<file path="src/rtl/riscv_ctrl_pkg.sv">
// Shared types and constants for the multicycle RV32I main controller.
// ILLEGAL_TRAP_EN adds the StTrap state to state_t.
package riscv_ctrl_pkg;

  typedef enum logic [3:0] {
    StFetch,
    StDecode,
    StMemAdr,
    StMemRead,
    StMemWb,
    StMemWrite,
    StExecR,
    StExecI,
    StAluWb,
    StBeq,
    StJal
`ifdef ILLEGAL_TRAP_EN
    ,
    StTrap
`endif
  } state_t;

  localparam logic [6:0] OP_LW  = 7'b0000011;
  localparam logic [6:0] OP_SW  = 7'b0100011;
  localparam logic [6:0] OP_R   = 7'b0110011;
  localparam logic [6:0] OP_I   = 7'b0010011;
  localparam logic [6:0] OP_BEQ = 7'b1100011;
  localparam logic [6:0] OP_JAL = 7'b1101111;

  typedef enum logic [1:0] {SRCA_PC = 2'd0, SRCA_OLDPC = 2'd1, SRCA_RS1 = 2'd2} srca_t;
  typedef enum logic [1:0] {SRCB_RS2 = 2'd0, SRCB_IMM = 2'd1, SRCB_FOUR = 2'd2} srcb_t;
  typedef enum logic [1:0] {RES_ALUOUT = 2'd0, RES_MEMDATA = 2'd1, RES_ALU = 2'd2} res_t;
  typedef enum logic [1:0] {IMM_I = 2'd0, IMM_S = 2'd1, IMM_B = 2'd2, IMM_J = 2'd3} imm_t;

  // Coarse ALU request from the FSM; ALUOP_FUNCT defers to funct3/funct7.
  typedef enum logic [1:0] {ALUOP_ADD = 2'd0, ALUOP_SUB = 2'd1, ALUOP_FUNCT = 2'd2} alu_op_t;

  localparam logic [2:0] ALU_ADD = 3'b000;
  localparam logic [2:0] ALU_SUB = 3'b001;
  localparam logic [2:0] ALU_AND = 3'b010;
  localparam logic [2:0] ALU_OR  = 3'b011;
  localparam logic [2:0] ALU_SLT = 3'b101;

endpackage

</file>
<file path="src/rtl/alu_decoder.sv">
// Combinational ALU control decode from the FSM request and instruction fields.
module alu_decoder
  import riscv_ctrl_pkg::*;
(
  input  logic [1:0] alu_op_i,
  input  logic [2:0] funct3_i,
  input  logic       funct7b5_i,
  input  logic       op5_i,
  output logic [2:0] alu_ctrl_o
);

  // Decode ALU operation; funct7b5 only means subtract for R-type (opcode bit 5 set).
  always_comb begin
    alu_ctrl_o = ALU_ADD;
    case (alu_op_i)
      ALUOP_ADD: alu_ctrl_o = ALU_ADD;
      ALUOP_SUB: alu_ctrl_o = ALU_SUB;
      default: begin
        case (funct3_i)
          3'b000:  alu_ctrl_o = (op5_i && funct7b5_i) ? ALU_SUB : ALU_ADD;
          3'b010:  alu_ctrl_o = ALU_SLT;
          3'b110:  alu_ctrl_o = ALU_OR;
          3'b111:  alu_ctrl_o = ALU_AND;
          default: alu_ctrl_o = ALU_ADD;
        endcase
      end
    endcase
  end

endmodule

</file>
<file path="src/rtl/multicycle_ctrl.sv">
// Main control FSM for the multicycle RV32I core (lw, sw, R, I-ALU, beq, jal).
// Optional macro ILLEGAL_TRAP_EN: adds illegal_instr_o and a sticky TRAP state.
module multicycle_ctrl
  import riscv_ctrl_pkg::*;
#(
  parameter int unsigned MAX_WAIT = 16
) (
  input  logic       clk,
  input  logic       rst_n,
  input  logic [6:0] opcode_i,
  input  logic [2:0] funct3_i,
  input  logic       funct7b5_i,
  input  logic       zero_i,
  input  logic       mem_ready_i,
  output logic       pc_write_o,
  output logic       adr_src_o,
  output logic       mem_write_o,
  output logic       ir_write_o,
  output logic       reg_write_o,
  output logic [1:0] result_src_o,
  output logic [1:0] alu_src_a_o,
  output logic [1:0] alu_src_b_o,
  output logic [1:0] imm_src_o,
  output logic [2:0] alu_ctrl_o,
  output logic       mem_timeout_o
`ifdef ILLEGAL_TRAP_EN
  ,
  output logic       illegal_instr_o
`endif
);

  localparam int unsigned CntW = (MAX_WAIT > 2) ? $clog2(MAX_WAIT) : 1;
  localparam logic [CntW-1:0] CntLast = (MAX_WAIT == 0) ? '0 : CntW'(MAX_WAIT - 1);

  state_t          state_q, state_d;
  logic [CntW-1:0] wait_cnt_q, wait_cnt_d;
  logic            waiting;
  logic            timeout;
  alu_op_t         alu_op;

  // Wait states are those that stall on mem_ready; the abort fires on the MAX_WAIT-th idle cycle.
  always_comb begin
    waiting = (state_q == StFetch) || (state_q == StMemRead) || (state_q == StMemWrite);
    timeout = (MAX_WAIT != 0) && waiting && !mem_ready_i && (wait_cnt_q == CntLast);
  end

  // State and wait-counter registers.
  always_ff @(posedge clk or negedge rst_n) begin
    if (!rst_n) begin
      state_q    <= StFetch;
      wait_cnt_q <= '0;
    end else begin
      state_q    <= state_d;
      wait_cnt_q <= wait_cnt_d;
    end
  end

  // Next-state and wait-counter logic; counter clears whenever the state moves or on abort.
  always_comb begin
    state_d    = state_q;
    wait_cnt_d = '0;
    if (timeout) begin
      state_d = StFetch;
    end else begin
      unique case (state_q)
        StFetch:    if (mem_ready_i) state_d = StDecode;
        StDecode: begin
          case (opcode_i)
            OP_LW, OP_SW: state_d = StMemAdr;
            OP_R:         state_d = StExecR;
            OP_I:         state_d = StExecI;
            OP_BEQ:       state_d = StBeq;
            OP_JAL:       state_d = StJal;
`ifdef ILLEGAL_TRAP_EN
            default:      state_d = StTrap;
`else
            default:      state_d = StFetch;
`endif
          endcase
        end
        StMemAdr:   state_d = (opcode_i == OP_SW) ? StMemWrite : StMemRead;
        StMemRead:  if (mem_ready_i) state_d = StMemWb;
        StMemWb:    state_d = StFetch;
        StMemWrite: if (mem_ready_i) state_d = StFetch;
        StExecR:    state_d = StAluWb;
        StExecI:    state_d = StAluWb;
        StAluWb:    state_d = StFetch;
        StBeq:      state_d = StFetch;
        StJal:      state_d = StAluWb;
`ifdef ILLEGAL_TRAP_EN
        StTrap:     state_d = StTrap;
`endif
        default:    state_d = StFetch;
      endcase
      // Only a stalled wait state keeps counting.
      if (waiting && !mem_ready_i) wait_cnt_d = wait_cnt_q + CntW'(1);
    end
  end

  // Output decode from state; abort and reset force every enable low.
  always_comb begin
    pc_write_o    = 1'b0;
    adr_src_o     = 1'b0;
    mem_write_o   = 1'b0;
    ir_write_o    = 1'b0;
    reg_write_o   = 1'b0;
    result_src_o  = RES_ALUOUT;
    alu_src_a_o   = SRCA_PC;
    alu_src_b_o   = SRCB_RS2;
    imm_src_o     = IMM_I;
    alu_op        = ALUOP_ADD;
    mem_timeout_o = 1'b0;
`ifdef ILLEGAL_TRAP_EN
    illegal_instr_o = 1'b0;
`endif
    unique case (state_q)
      StFetch: begin
        alu_src_a_o  = SRCA_PC;
        alu_src_b_o  = SRCB_FOUR;
        result_src_o = RES_ALU;
        ir_write_o   = mem_ready_i;
        pc_write_o   = mem_ready_i;
      end
      StDecode: begin
        alu_src_a_o = SRCA_OLDPC;
        alu_src_b_o = SRCB_IMM;
        imm_src_o   = IMM_J;
      end
      StMemAdr: begin
        alu_src_a_o = SRCA_RS1;
        alu_src_b_o = SRCB_IMM;
        imm_src_o   = (opcode_i == OP_SW) ? IMM_S : IMM_I;
      end
      StMemRead:  adr_src_o = 1'b1;
      StMemWb: begin
        result_src_o = RES_MEMDATA;
        reg_write_o  = 1'b1;
      end
      StMemWrite: begin
        adr_src_o   = 1'b1;
        mem_write_o = 1'b1;
      end
      StExecR: begin
        alu_src_a_o = SRCA_RS1;
        alu_src_b_o = SRCB_RS2;
        alu_op      = ALUOP_FUNCT;
      end
      StExecI: begin
        alu_src_a_o = SRCA_RS1;
        alu_src_b_o = SRCB_IMM;
        imm_src_o   = IMM_I;
        alu_op      = ALUOP_FUNCT;
      end
      StAluWb: begin
        result_src_o = RES_ALUOUT;
        reg_write_o  = 1'b1;
      end
      StBeq: begin
        alu_src_a_o  = SRCA_RS1;
        alu_src_b_o  = SRCB_RS2;
        imm_src_o    = IMM_B;
        alu_op       = ALUOP_SUB;
        result_src_o = RES_ALUOUT;
        pc_write_o   = zero_i;
      end
      StJal: begin
        alu_src_a_o  = SRCA_OLDPC;
        alu_src_b_o  = SRCB_FOUR;
        result_src_o = RES_ALUOUT;
        pc_write_o   = 1'b1;
      end
`ifdef ILLEGAL_TRAP_EN
      StTrap:     illegal_instr_o = 1'b1;
`endif
      default: ;
    endcase
    if (timeout || !rst_n) begin
      pc_write_o  = 1'b0;
      ir_write_o  = 1'b0;
      mem_write_o = 1'b0;
      reg_write_o = 1'b0;
    end
    mem_timeout_o = timeout && rst_n;
  end

  alu_decoder u_alu_decoder (
    .alu_op_i   (alu_op),
    .funct3_i   (funct3_i),
    .funct7b5_i (funct7b5_i),
    .op5_i      (opcode_i[5]),
    .alu_ctrl_o (alu_ctrl_o)
  );

endmodule

</file>
<file path="config.mk">
export PLATFORM = sky130hd
export DESIGN_NAME = multicycle_ctrl
export DESIGN_NICKNAME = d
export VERILOG_FILES = /design/src/rtl/riscv_ctrl_pkg.sv /design/src/rtl/alu_decoder.sv /design/src/rtl/multicycle_ctrl.sv
export SDC_FILE = /design/constraint.sdc
export NUM_CORES = 1
export LEC_CHECK = 0
export ABC_AREA = 1
export BUFFER_PORTS_ARGS = -buffer_cell sky130_fd_sc_hd__buf_2
export CORE_MARGIN = 2
export CORE_UTILIZATION = 45
export DETAILED_ROUTE_END_ITERATION = 10
export PLACE_DENSITY_LB_ADDON = 0.25
export SLEW_MARGIN = 20
export SYNTH_ARGS = -nofsm -noshare
export SYNTH_HDL_FRONTEND = slang
export SYNTH_SLANG_ARGS = --single-unit
</file>
<file path="constraint.sdc">
create_clock -name clk -period 2.96 [get_ports clk]
set_input_delay 0 -clock clk [delete_from_list [all_inputs] [get_ports clk]]
set_output_delay 0 -clock clk [all_outputs]
set_load 0.02 [all_outputs]
</file>
==> out/summary.md <==
Run status
- result of the run: finished clean

Placement
- global placer's final weighted congestion: 0.788
- Cell Count Post-Placement: 171
- HPWL after detailed placement: 1410 um
- quantity of I/O buffers inserted on ports: 31

Pwr
- clock share of power: 10.6%
- Sequential Power Share: 23.1%
- largest voltage drop on the vdd net: 0.342 mV
- leakage power summed over all cells: 0.592 nW
- power per cell area: 816 nW/um2
- combinational share of power: 66.3%
- total net switching power: 0.000409 W
- Internal Pwr Total: 0.000347 W
- Net Sw Frac: 54.1%

Critical path
- Worst Setup End Kind: primary output
- nature of the critical path startpoint: flip-flop
- cells along the critical path: nand2_1 -> inv_1 -> nand2_1 -> nand3_2 -> nand3_1 -> nand2_1 -> nor2_1 -> buf_2
- CP required: 2.96 ns
- Crit path top cell by count: nand2_1
- Crit Path Max Fanout: 7
- Crit path depth: 8
- crit path buf inv count: 2
- kind of cell adding the most delay to the critical path: simple AND/OR/NAND/NOR gates
- Crit Reg-Reg Startpoint: state_q[3]$_DFFE_PN0P_
- number of cells on the worst reg-to-reg path: 7
- Register-to-Register Setup Slack: 1.66 ns
- data arrival at the endpoint of the critical path: 1.58 ns
- cell with the biggest individual delay on the critical path: dfrtp_1
- delay of the slowest cell on the worst path: 0.44 ns
- Critical Path Source: state_q[1]$_DFFE_PN0P_
- critical setup path kind: flip-flop to primary output

Detailed routing
- via count of the routed design: 833
- average via count per standard cell: 4.76
- iteration count of the initial detailed-routing pass: 4
- per-cell routed wire length: 9.21 um
- number of design rule violations left after detail routing: 0
- Detailed Route WL: 1610 um
- number of nets with antenna violations after detailed routing: 0
- number of DRC markers after the initial detailed-route iteration: 11

STA
- setup repair after global routing missed its margin: false
- setup total negative slack: 0 ns
- pins over their slew limit: 0
- Setup Viol. Count Final: 0
- maximum frequency from static timing analysis: 632 MHz
- measured slew at the worst slew-check pin: 0.225 ns
- endpoints failing hold: 0
- largest clock skew in the final design: 0.00781 ns
- final worst-path cycle share: 53.4%
- Final Critical Period: 1.58 ns
- max_slew headroom: 84.8%

Clock tree
- clock root buffer: clkbuf_4
- clock tree from TritonCTS: done
- clock tree sinks: 8
- total of hold buffers inserted after clock tree synthesis: 1
- count of H-tree levels built during CTS: 1
- number of buffers created by CTS: 3
- number of buffers inserted to repair setup after CTS: 0
- clock input transition at the sequential cells of the worst setup and hold paths: 0.05 ns
- clock latency on the worst-skew pair: 0.25 ns
- CTS resizes: 0
- maximum root-to-sink buffer count: 2

Final layout
- footprint of the multi-input gates: 424 um2
- most used cells in the layout excluding fill and tap cells: nand2_1, buf_2, nor2_1, inv_1, dfrtp_1
- area occupied by registers: 200 um2
- most common library cell in the layout ignoring fill and taps: nand2_1
- net count of the finished layout: 177
- post-layout utilization of the core: 61.5%
- fill cell total of the finished layout: 149
- Cell Count, Final, Fillers Out: 175
- total inserted antenna cells: 0
- fraction of layout cells with a size suffix above 1: 26.4%
- Area growth, synth to finish: 28.9%

Logic synthesis
- mean post-synth cell area: 5.79 um2
- most area-hungry cell type in the Yosys netlist: dfrtp_1
- number of storage elements in the synthesis netlist: 8
- Gate Count Post-Synth: 124
- summed instance area of the synthesized netlist: 718 um2
- portion of the post-synthesis area used by sequential elements: 27.9%
- Ys Warns: 0
- number of nets produced by synthesis: 140
- share of the synthesized area in the top cell type: 27.9%
- Area contributors post-synth: dfrtp_1, nand2_1, nor2_1, inv_1, nand3_1
- synth unique cells: 21

Worst hold path
- Hold Startpoint: mem_ready_i
- Hold WC Path Type: input pin to flip-flop
- number of cells on the worst hold path: 4

Global routing
- final global-route overflow total: 0
- number of global-route vias before repair: 720
- GRT Total Usage: 18.1%
- largest net degree at the start of global routing: 11
- first-pass GRT wire length: 2680 um
- number of antenna violations at the first check in global routing: 0

Floorplanning
- effective utilization at floorplan: 47.7%
- I/O pin total: 32
- Placeable Area: 1510 um2
- y dimension of the die: 44.0 um
- Core Rows: 14
- die extent in x: 44.0 um
- die footprint: 1930 um2

Flow run
- number of max-capacitance violations reported: 0

state kept, by name, summed over array words and instances, names as in the netlist:
signal      cells
state_q         4
wait_cnt_q      4
through the flow:
stage	worst slack (ns)	instance area [um2]	hold slack (ns)	power, W
3_5_place_dp	1.64	893	-0.138	0.000673
5_1_grt	1.19	926	0.105	0.000823
6_report	1.38	926	0.0742	0.000756
4_1_cts	1.37	926	0.0683	0.000758
3_3_place_gp	1.67	893	-0.141	0.000666
2_1_floorplan	1.60	718	-0.296	0.000531
synthesized netlist by cell type:
master / instances
o21ai_0: 4
dfrtp_1: 8
inv_2: 1
ha_1: 1
nand2_4: 1
nor2_2: 3
nand3_2: 1
inv_1: 24
nand2_1: 37
nor4_1: 1
nor2_1: 25
o211ai_1: 1
xor2_1: 1
xnor2_1: 1
nor2_4: 1
nand3b_1: 1
nand2_2: 1
a21oi_1: 2
nor3_1: 2
a211oi_1: 1
nand3_1: 7
logic make-up after synthesis:
logic type               after synthesis  share of synthesized area (%)
flip-flops                             8                           27.9
adder cells (fa/ha/maj)                1                           1.74
buffers and inverters                 25                           13.1
AO/OA/AOI/OAI                          8                           6.27
XOR/XNOR                               2                           2.44
AND/OR/NAND/NOR                       80                           48.6
path summary, 6_finish.rpt:
path	endpoint
setup / recovery	pc_write_o
hold / removal	wait_cnt_q[2]$_DFF_PN0_
setup reg to reg	wait_cnt_q[0]$_DFF_PN0_
hold reg to reg	wait_cnt_q[0]$_DFF_PN0_
max in group asynchronous	state_q[3]$_DFFE_PN0P_
min in group asynchronous	wait_cnt_q[2]$_DFF_PN0_
power by group through the flow:
| stage | clock [W] | combinational, W | sequential [W] |
|---|---|---|---|
| after floorplan | 0 | 0.000364 | 0.000166 |
| after global placement | 0 | 0.000495 | 0.000171 |
| after detailed placement | 0 | 0.000498 | 0.000175 |
| after CTS | 0.0000834 | 0.000501 | 0.000173 |
| after global routing | 0.0000870 | 0.000556 | 0.000180 |
| final | 0.0000798 | 0.000501 | 0.000175 |
metal layers:
metal  share of wire, %  GRT usage [%]
met1                 47           21.2
met2                 48           33.2
met3                4.8           4.17
met4                  0           3.64
met5                  0              0
worst reg2reg max path: stages, from the launching register on:
cell and delay, ns:
dfrtp_1 0.41, nor2_2 0.20, nand2_1 0.14, nand3_2 0.13
nand2_4 0.07, nor2_4 0.13, inv_2 0.06, nor2_1 0.09
cell type report:
| type | instances | share of cell area, % |
|---|---|---|
| tap | 16 | 2.16 |
| clock buffer | 3 | 2.43 |
| timing repair buffer | 32 | 17.8 |
| multi-input combinational | 91 | 45.8 |
| inverter | 25 | 10.1 |
| sequential | 8 | 21.6 |
No activity file was read; power rests on OpenSTA's default activity.
